==> config.mk <==
export PLATFORM = sky130hd
export DESIGN_NAME = commit_trace_monitor
export DESIGN_NICKNAME = d
export VERILOG_FILES = /design/src/rtl/commit_trace_pkg.sv /design/src/rtl/trace_fifo.sv /design/src/rtl/commit_trace_monitor.sv
export SDC_FILE = /design/constraint.sdc
export NUM_CORES = 2
export LEC_CHECK = 0
export BUFFER_PORTS_ARGS = -buffer_cell sky130_fd_sc_hd__buf_2
export CORE_UTILIZATION = 50
export DETAILED_ROUTE_END_ITERATION = 12
export GPL_ROUTABILITY_DRIVEN = 1
export GPL_TIMING_DRIVEN = 0
export MAX_ROUTING_LAYER = met4
export PLACE_DENSITY_LB_ADDON = 0.12
export SLEW_MARGIN = 40
export SYNTH_ARGS = -nofsm -noshare
export SYNTH_HDL_FRONTEND = slang
export SYNTH_HIERARCHICAL = 1
export SYNTH_SLANG_ARGS = --single-unit
==> constraint.sdc <==
create_clock -name clk -period 21.4 [get_ports clk]
set_input_delay 1.07 -clock clk [delete_from_list [all_inputs] [get_ports clk]]
set_output_delay 1.07 -clock clk [all_outputs]
set_load 0.03 [all_outputs]
==> src/rtl/commit_trace_pkg.sv <==
// Shared types and constants for the commit trace monitor.
// Record fields are sized for the widest build (XLEN <= 64, NR_GPR <= 32).
package commit_trace_pkg;

   typedef enum logic [1:0] {
      RUN    = 2'd0,
      DRAIN  = 2'd1,
      HALTED = 2'd2
   } state_e;

   localparam int TRACE_XLEN  = 64;
   localparam int TRACE_IDX_W = 5;
   localparam int A0_IDX      = 10;

   localparam logic [TRACE_XLEN-1:0] TIMEOUT_CODE = '1;

   typedef struct packed {
      logic [TRACE_XLEN-1:0]  pc;
      logic [31:0]            inst;
      logic                   rd_wen;
      logic [TRACE_IDX_W-1:0] rd_idx;
      logic [TRACE_XLEN-1:0]  rd_data;
   } trace_rec_t;

endpackage

==> src/rtl/trace_fifo.sv <==
// First-word-fall-through FIFO; the head is read straight from storage.
// A pop frees its slot for a push on the same edge, even when full.
module trace_fifo #(
   parameter type rec_t = logic [7:0],
   parameter int  DEPTH = 8
) (
   input  logic clk,
   input  logic rst_n,
   input  logic push,
   input  rec_t push_data,
   input  logic pop,
   output rec_t head,
   output logic full,
   output logic empty
);
   localparam int PW = $clog2(DEPTH);

   rec_t          mem_q [DEPTH];
   logic [PW-1:0] wr_ptr_q;
   logic [PW-1:0] rd_ptr_q;
   logic [PW:0]   count_q;
   logic          do_push;
   logic          do_pop;

   assign full    = (count_q == (PW+1)'(DEPTH));
   assign empty   = (count_q == '0);
   assign do_pop  = pop && !empty;
   assign do_push = push && (!full || do_pop);
   assign head    = mem_q[rd_ptr_q];

   always_ff @(posedge clk) begin
      if (do_push) begin
         mem_q[wr_ptr_q] <= push_data;
      end
   end

   // DEPTH is a power of two, so pointer overflow is the modulo wrap.
   always_ff @(posedge clk) begin
      if (!rst_n) begin
         wr_ptr_q <= '0;
         rd_ptr_q <= '0;
         count_q  <= '0;
      end else begin
         if (do_push) wr_ptr_q <= wr_ptr_q + 1'b1;
         if (do_pop)  rd_ptr_q <= rd_ptr_q + 1'b1;
         if (do_push && !do_pop)      count_q <= count_q + 1'b1;
         else if (do_pop && !do_push) count_q <= count_q - 1'b1;
      end
   end

endmodule

==> src/rtl/commit_trace_monitor.sv <==
// Commit-stage monitor: trace FIFO, shadow GPR file, counters, watchdog
// and the RUN/DRAIN/HALTED sequencer that produces halt and its exit code.
module commit_trace_monitor
   import commit_trace_pkg::*;
#(
   parameter  int XLEN       = 64,
   parameter  int NR_GPR     = 32,
   parameter  int FIFO_DEPTH = 8,
   parameter  int TIMEOUT    = 65535,
   localparam int IDX_W      = $clog2(NR_GPR)
) (
   input  logic             clk,
   input  logic             rst_n,
   input  logic             commit_valid,
   output logic             commit_ready,
   input  logic [XLEN-1:0]  commit_pc,
   input  logic [31:0]      commit_inst,
   input  logic             commit_rd_wen,
   input  logic [IDX_W-1:0] commit_rd_idx,
   input  logic [XLEN-1:0]  commit_rd_data,
   input  logic             commit_is_break,
   output logic             trace_valid,
   input  logic             trace_ready,
   output logic [XLEN-1:0]  trace_pc,
   output logic [31:0]      trace_inst,
   output logic             trace_rd_wen,
   output logic [IDX_W-1:0] trace_rd_idx,
   output logic [XLEN-1:0]  trace_rd_data,
   input  logic [IDX_W-1:0] gpr_rd_idx,
   output logic [XLEN-1:0]  gpr_rd_data,
   output logic [63:0]      cycle_cnt,
   output logic [63:0]      instret_cnt,
   output logic             halt,
   output logic             halt_timeout,
   output logic [XLEN-1:0]  halt_code
);
   localparam int WD_W = 32;

   state_e          state_q, state_d;
   logic            timeout_q, timeout_d;
   logic [XLEN-1:0] halt_code_q, halt_code_d;
   logic [XLEN-1:0] gpr_q [NR_GPR];
   logic [63:0]     cycle_q;
   logic [63:0]     instret_q;
   logic [WD_W-1:0] wdog_q;
   logic            fifo_full;
   logic            fifo_empty;
   logic            accept;
   logic            wd_expire;
   trace_rec_t      push_rec;
   trace_rec_t      head_rec;

   assign commit_ready = (state_q == RUN) && !fifo_full;
   assign accept       = commit_valid && commit_ready;

   always_comb begin
      push_rec         = '0;
      push_rec.pc      = TRACE_XLEN'(commit_pc);
      push_rec.inst    = commit_inst;
      push_rec.rd_wen  = commit_rd_wen;
      push_rec.rd_idx  = TRACE_IDX_W'(commit_rd_idx);
      push_rec.rd_data = TRACE_XLEN'(commit_rd_data);
   end

   trace_fifo #(
      .rec_t (trace_rec_t),
      .DEPTH (FIFO_DEPTH)
   ) u_fifo (
      .clk       (clk),
      .rst_n     (rst_n),
      .push      (accept),
      .push_data (push_rec),
      .pop       (trace_ready),
      .head      (head_rec),
      .full      (fifo_full),
      .empty     (fifo_empty)
   );

   assign trace_valid   = !fifo_empty;
   assign trace_pc      = head_rec.pc[XLEN-1:0];
   assign trace_inst    = head_rec.inst;
   assign trace_rd_wen  = head_rec.rd_wen;
   assign trace_rd_idx  = head_rec.rd_idx[IDX_W-1:0];
   assign trace_rd_data = head_rec.rd_data[XLEN-1:0];

   // x0 is never written, so it keeps its reset value of zero.
   always_ff @(posedge clk) begin
      if (!rst_n) begin
         for (int i = 0; i < NR_GPR; i++) gpr_q[i] <= '0;
      end else if (accept && commit_rd_wen && commit_rd_idx != '0) begin
         gpr_q[commit_rd_idx] <= commit_rd_data;
      end
   end

   assign gpr_rd_data = gpr_q[gpr_rd_idx];

   always_ff @(posedge clk) begin
      if (!rst_n || accept || state_q != RUN) wdog_q <= '0;
      else                                    wdog_q <= wdog_q + 1'b1;
   end

   // Fires on the edge where the idle count reaches TIMEOUT.
   assign wd_expire = (TIMEOUT != 0) && (state_q == RUN) && !accept &&
                      (wdog_q == WD_W'(TIMEOUT - 1));

   always_comb begin
      state_d     = state_q;
      timeout_d   = timeout_q;
      halt_code_d = halt_code_q;
      case (state_q)
         RUN: begin
            if (accept && commit_is_break) begin
               state_d     = DRAIN;
               timeout_d   = 1'b0;
               halt_code_d = gpr_q[IDX_W'(A0_IDX)];
            end else if (wd_expire) begin
               state_d     = DRAIN;
               timeout_d   = 1'b1;
               halt_code_d = TIMEOUT_CODE[XLEN-1:0];
            end
         end
         DRAIN:   if (fifo_empty) state_d = HALTED;
         HALTED:  state_d = HALTED;
         default: state_d = RUN;
      endcase
   end

   always_ff @(posedge clk) begin
      if (!rst_n) begin
         state_q     <= RUN;
         timeout_q   <= 1'b0;
         halt_code_q <= '0;
         cycle_q     <= '0;
         instret_q   <= '0;
      end else begin
         state_q     <= state_d;
         timeout_q   <= timeout_d;
         halt_code_q <= halt_code_d;
         cycle_q     <= cycle_q + 64'd1;
         instret_q   <= instret_q + 64'(accept);
      end
   end

   assign cycle_cnt    = cycle_q;
   assign instret_cnt  = instret_q;
   assign halt         = (state_q == HALTED);
   assign halt_timeout = halt && timeout_q;
   assign halt_code    = halt_code_q;

endmodule

Yosys cells after proc, flatten, opt, wreduce, memory -nomap -nowiden
Memories as Yosys holds them, arrays and structs flattened. A register that Yosys moved wholly into a read port is not among the register bits.
Cells that the tools add are included.
Widths: inputs -> output; s select.
{"block": "totals", "register_bits": 237, "ramBits": 3376, "out_inout_bits": 426, "mem_count": 2}
{"name": "gpr_q", "depth": 32, "word_bits": 64, "rd": 2, "rd_clocked_by_memory_dff": 0, "write_ports": 32, "line_no": "commit_trace_monitor.sv:42", "text": "logic [XLEN-1:0] gpr_q [NR_GPR];"}
{"name": "u_fifo.mem_q", "depth": 8, "word_bits": 166, "rd": 1, "rd_clocked_by_memory_dff": 1, "write_ports": 1, "line_no": "trace_fifo.sv:18", "text": "rec_t mem_q [DEPTH];"}
{"block": "classes", "n_addsub": 7, "n_eq_ne": 6, "mux": 21, "reduce_logical": 30}
{"op": "$mux 64", "count": 3}
{"op": "$add 64x1->64", "count": 1}
{"op": "$add 64x1->64 const B", "count": 1}
{"op": "$reduce_or 64->1", "count": 1}
{"op": "$add 32x1->32 const B", "count": 1}
{"op": "$eq 32x16->1 const B", "count": 1}
{"op": "$logic_and 1x1->1", "count": 12}
{"op": "$mux 1", "count": 9}
{"op": "$mux 4", "count": 2}
{"op": "$add 3x1->3 const B", "count": 2}
{"op": "$logic_not 1->1", "count": 6}
{"op": "$mux 2", "count": 3}
{"op": "$mux 3", "count": 2}
{"op": "$pmux 2 s3", "count": 1}
{"op": "$reduce_bool 2->1", "count": 3}
{"op": "$mux 5", "count": 1}
{"op": "$reduce_bool 5->1", "count": 1}
{"op": "$add 4x1->4 const B", "count": 1}
{"op": "$eq 4x4->1 const B", "count": 1}
{"op": "$logic_not 4->1", "count": 1}
{"op": "$reduce_and 2->1", "count": 2}
{"op": "$sub 4x1->4 const B", "count": 1}
{"op": "$logic_or 1x1->1", "count": 3}
{"op": "$ne 3x2->1 const B", "count": 1}
{"op": "4 further kinds", "count": 4}

Logic depth before layout (Yosys ltp)
{"block": "depth", "ltp_word": 11, "ltp_mapped": 12, "ltp_nobuf": 12}

Modules after synthesis
The synthesis kept the hierarchy.
{"module": "commit_trace_monitor", "instances": 1, "cells_each": 6754, "area_each_um2": 101751.3, "seq_area_each_um2": 66043.3}
{"module": "trace_fifo", "instances": 1, "cells_each": 1991, "area_each_um2": 50500.9, "seq_area_each_um2": 40138.5}

Worst setup path before layout
Ideal clock, no wire load.
{"block": "synth_path", "kind": "input to register", "start": "input port commit_valid", "end": "memory u_fifo/mem_q[0][0] in the netlist's numbering (enable)", "setup_time_ps": 1098, "t_arrival_ps": 17066, "required_time_ps": 20302, "path_slack_ps": 3236, "cell_stages": 3, "path_buffers": 0, "path_cell_list": "and3b_1 -> o21ai_4 -> nor4_1"}
{"block": "synth_via", "elab_chain_len": 4}
{"element": "from (decl)", "line_no": "commit_trace_monitor.sv:14", "text": "input logic commit_valid,"}
{"element": "$logic_and 1x1->1", "line_no": "commit_trace_monitor.sv:54", "text": "assign accept = commit_valid && commit_ready;"}
{"element": "$logic_and 1x1->1", "line_no": "trace_fifo.sv:28", "text": "assign do_push = push && (!full || do_pop);"}
{"element": "$mux 1", "line_no": "trace_fifo.sv:32", "text": "if (do_push) begin"}
{"element": "$mux 1 (not written as such)", "line_no": "trace_fifo.sv:33", "text": "mem_q[wr_ptr_q] <= push_data;"}
{"element": "to (decl)", "line_no": "trace_fifo.sv:18"}
No other way between the ends.

Worst setup path in the final report
{"block": "layout_path", "start": "input port gpr_rd_idx[2]", "end": "output port gpr_rd_data[39]"}
{"block": "layout_via", "elab_chain_len": 1}
{"element": "from (decl)", "line_no": "commit_trace_monitor.sv:29", "text": "input logic [IDX_W-1:0] gpr_rd_idx,"}
{"element": "$mem_v2 32x64"}
{"element": "to (decl)", "line_no": "commit_trace_monitor.sv:30", "text": "output logic [XLEN-1:0] gpr_rd_data,"}
No other way between the ends.

==> impl_metrics.py <==
metrics = {
    "route": {
        "avgRoutedWirePerCell_um": 35.16,
        "via_per_inst": 6.164,
        "drt-initial-drc-count": 13327,
        "drt_first_pass_iters": 6,
        "vias": 89964,
        "drc": 0,
        "wl_mm": 513.1,
        "ant_nets": 0,
    },
    "placement": {
        "gp_congestion": 1.003,
        "portBuffers": 598,
        "post-dp-hpwl_mm": 378.6,
    },
    "grt": {
        "overflow": 0,
        "antenna_found_initial": 94,
        "grt_start_max_net_pins": 28,
        "grt_pass1_wl_mm": 699.6,
        "first_global_vias": 87529,
        "grtUsageTotal": 0.3425,
    },
    "logic_synthesis": {
        "yosysTopAreaCellShare": 0.6659,
        "synth_ff_type": "edfxtp_1",
        "synth_edf_count": 3376,
        "async_reset_ff_frac": 0,
        "yosys_register_bits": 3616,
        "synth_area_mm2": 0.1523,
        "yosysTopAreaCell": "edfxtp_1",
        "yosysWarnings": 6,
        "synth_cell_type_count": 72,
        "netlist_top_cells_area": "edfxtp_1 67%, mux4_2 12%, and2_1 8.3%",
        "avgSynthCellArea_um2": 17.41,
        "yosysSeqAreaShare": 0.6974,
        "synthCells": 8745,
    },
    "power_and_ir_drop": {
        "total_power_w": 0.01793,
        "power_density_mw_per_mm2": 99.76,
        "p_leak_nw": 63.56,
        "vdd_drop_max_mv": 0.08558,
    },
    "critical_path": {
        "critical_path_buf_inv_count": 7,
        "crit_path_end": "gpr_rd_data[39]",
        "end_kind": "output port",
        "path_class": "input port to output port",
        "crit_slowest_cell": "a211oi_1",
        "worstPathMaxFanout": 10,
        "reg2reg_slack_ns": 16.08,
        "worstSetupStartpoint": "gpr_rd_idx[2]",
        "r2r-start": "u_fifo/count_q[0]",
        "worstPathArrival_ns": 5.32,
        "path_depth": 9,
        "cp_cell_sequence": "buf_2 > buf_2 > buf_2 > buf_2 > buf_2 > buf_2 > mux2i_1 > a211oi_1 > buf_2",
        "r2r_cells": 20,
        "path_delay_family": "buffers and inverters",
        "worstSetupStartpointType": "input port",
        "r2r_end": "u_fifo/mem_q[0][115]",
        "cp_slowest_stage_delay_ns": 0.90,
        "crit_top_cell": "buf_2",
        "cp.required_ns": 20.33,
    },
    "timing": {
        "worstMarginPinSlew_ns": 1.061,
        "maxSlewViolCount": 0,
        "fin_crit_ns": 6.390,
        "tns_ns": 0,
        "skew_ns": 0.03696,
        "setup_viol": 0,
        "hold_viol_final": 0,
        "fmax_mhz": 156.5,
        "rsz0062_at_grt": "false",
        "final.period_utilization": 0.2986,
        "slew_headroom": 0.2886,
    },
    "hold_path": {
        "hp-class": "input port to flop",
    },
    "finish": {
        "multi_input_area_mm2": 0.04384,
        "nets": 10430,
        "syn2layout_area_growth_pct": 18.02,
        "fillers": 22771,
        "finish.utilization": 0.5935,
        "regArea_mm2": 0.1062,
        "drive_gt1_frac": 0.2924,
    },
    "clock_tree": {
        "cts.repair.resized": 0,
        "hold_buffers": 0,
        "cts_made_buffers": 380,
        "htree_levels": 5,
        "cts.sinks": 3616,
        "tritoncts": "built",
        "clockBufferDepth": 4,
        "path_clk_slew_ns": 0.06,
        "root_buffer": "clkbuf_16",
        "postCtsSetupBuffers": 0,
        "clk_latency_ns": 0.97,
    },
    "floorplanning": {
        "die_height_um": 553.8,
        "io_pins": 602,
        "die_area_mm2": 0.3067,
        "placementRows": 202,
        "start_util": 0.5028,
        "coreArea_mm2": 0.3028,
        "die_x_um": 553.8,
    },
    "outcome": {
        "status": "complete, no violations",
    },
    "flow_run": {
        "cap_violations": 0,
    },
}
kinds of logic (layout without fill, tap and decap cells):
group	Yosys count	in the layout	share of synthesized area
flip-flops	3616	3616	0.6974
AO/OA/AOI/OAI	492	492	0.02318
buffers and inverters	747	2490	0.02129
multiplexers	1195	1195	0.1485
adder cells (fa/ha/maj)	15	15	0.001282
other	1	130	0.00002463
AND/OR/NAND/NOR	2598	2598	0.1037
XOR/XNOR	81	81	0.004660
power breakdown:
part / switching (W) / internal (W)
combinational: 0.00199 / 0.00117
sequential: 0.000118 / 0.00814
clock: 0.00282 / 0.00369
total: 0.00492 / 0.0130
registers in the layout, indices dropped and copies added, names as in the netlist, named ones only:
signal / flops
gpr_q: 2048
u_fifo/mem_q: 1328
cycle_cnt: 64
halt_code: 64
instret_cnt: 64
wdog_q: 32
u_fifo/count_q: 4
u_fifo/rd_ptr_q: 3
u_fifo/wr_ptr_q: 3
state_q: 2
timeout_q: 1
worst register-to-register path, cell delays in order, from the launching register on:
cell and delay (ns):
dfxtp_1 0.53, or4b_4 0.25, inv_1 0.07, and3b_1 0.58, o21ai_4 0.22, nor4_2 0.45
buf_2 0.25, buf_2 0.17, buf_2 0.18, buf_2 0.17, buf_2 0.21, buf_2 0.20
buf_2 0.19, buf_2 0.21, buf_2 0.20, buf_2 0.22, buf_2 0.20, buf_2 0.20
buf_2 0.17, buf_2 0.17, buf_2 0.20
per-layer routing:
layer,up-vias,routed length (µm),global-route usage
met5,-,0,-
met2,5392,229700,0.5007
met1,46828,192200,0.4480
li1,36790,-,-
met4,0,24360,0.1393
met3,954,66890,0.1045
how the worst min path moves through the flow:
stage | end | cells after the start | slack [ns] | start
floorplan | timeout_q | 2 | 0.43 | timeout_q
global placement | wdog_q[0] | 1 | 0.45 | wdog_q[0]
detailed placement | wdog_q[0] | 1 | 0.46 | wdog_q[0]
CTS | u_fifo/mem_q[6][145] | 1 | 0.31 | commit_pc[43]
global route | u_fifo/mem_q[3][152] | 1 | 0.36 | commit_pc[50]
finish | u_fifo/mem_q[6][145] | 1 | 0.37 | commit_pc[43]
layout make-up:
type	instances	share of cell area
Antenna cell	66	0.0009191
Buffer	711	0.01835
Clock buffer	473	0.05555
Clock inverter	221	0.01145
Inverter	36	0.0007520
Multi-Input combinational cell	4445	0.2440
Sequential cell	3616	0.5909
Tap cell	3978	0.02770
Timing Repair Buffer	1049	0.05040
stage by stage:
stage | setup WS, ns | cells | hold slack, ns | instance area (µm²)
final | 15.01 | 14595 | 0.3747 | 179700
after global routing | 15.17 | 14587 | 0.3638 | 179700
after CTS | 14.90 | 14529 | 0.3086 | 179500
after detailed placement | 14.89 | 13835 | 0.4565 | 167400
after global placement | -13.83 | 13384 | 0.4488 | 160500
after floorplan | 3.236 | 8808 | 0.4317 | 152500
synthesized netlist by cell type (all sizes together) (21+ instances only):
cell / count
dfxtp: 240
o22ai: 41
xnor2: 43
o21ai: 89
mux4: 827
and2: 2011
or3: 34
xor2: 38
mux2i: 135
nand4: 49
o31ai: 38
nor2: 137
o221a: 64
edfxtp: 3376
clkbuf: 547
or4: 41
o221ai: 24
and4: 21
nand3: 73
mux2: 233
inv: 36
nor2b: 39
a21oi: 89
nor3: 23
buf: 164
nand2: 100
nor4: 22
a211oi: 72
cell usage in the layout (no fill, tap or decap), types with 76 or more instances in the layout:
master,netlist,final
buf_8,0,171
mux4_2,827,827
mux2_2,232,232
and2_1,2011,2011
clkbuf_16,0,383
clkinv_1,0,82
nand2_1,100,99
buf_4,20,134
clkbuf_1,547,546
buf_2,86,782
a21oi_1,89,89
dfxtp_1,240,240
mux2i_1,135,131
edfxtp_1,3376,3376
clkbuf_2,0,76
nor2_1,136,100
No activity file was read; power rests on OpenSTA's default activity.
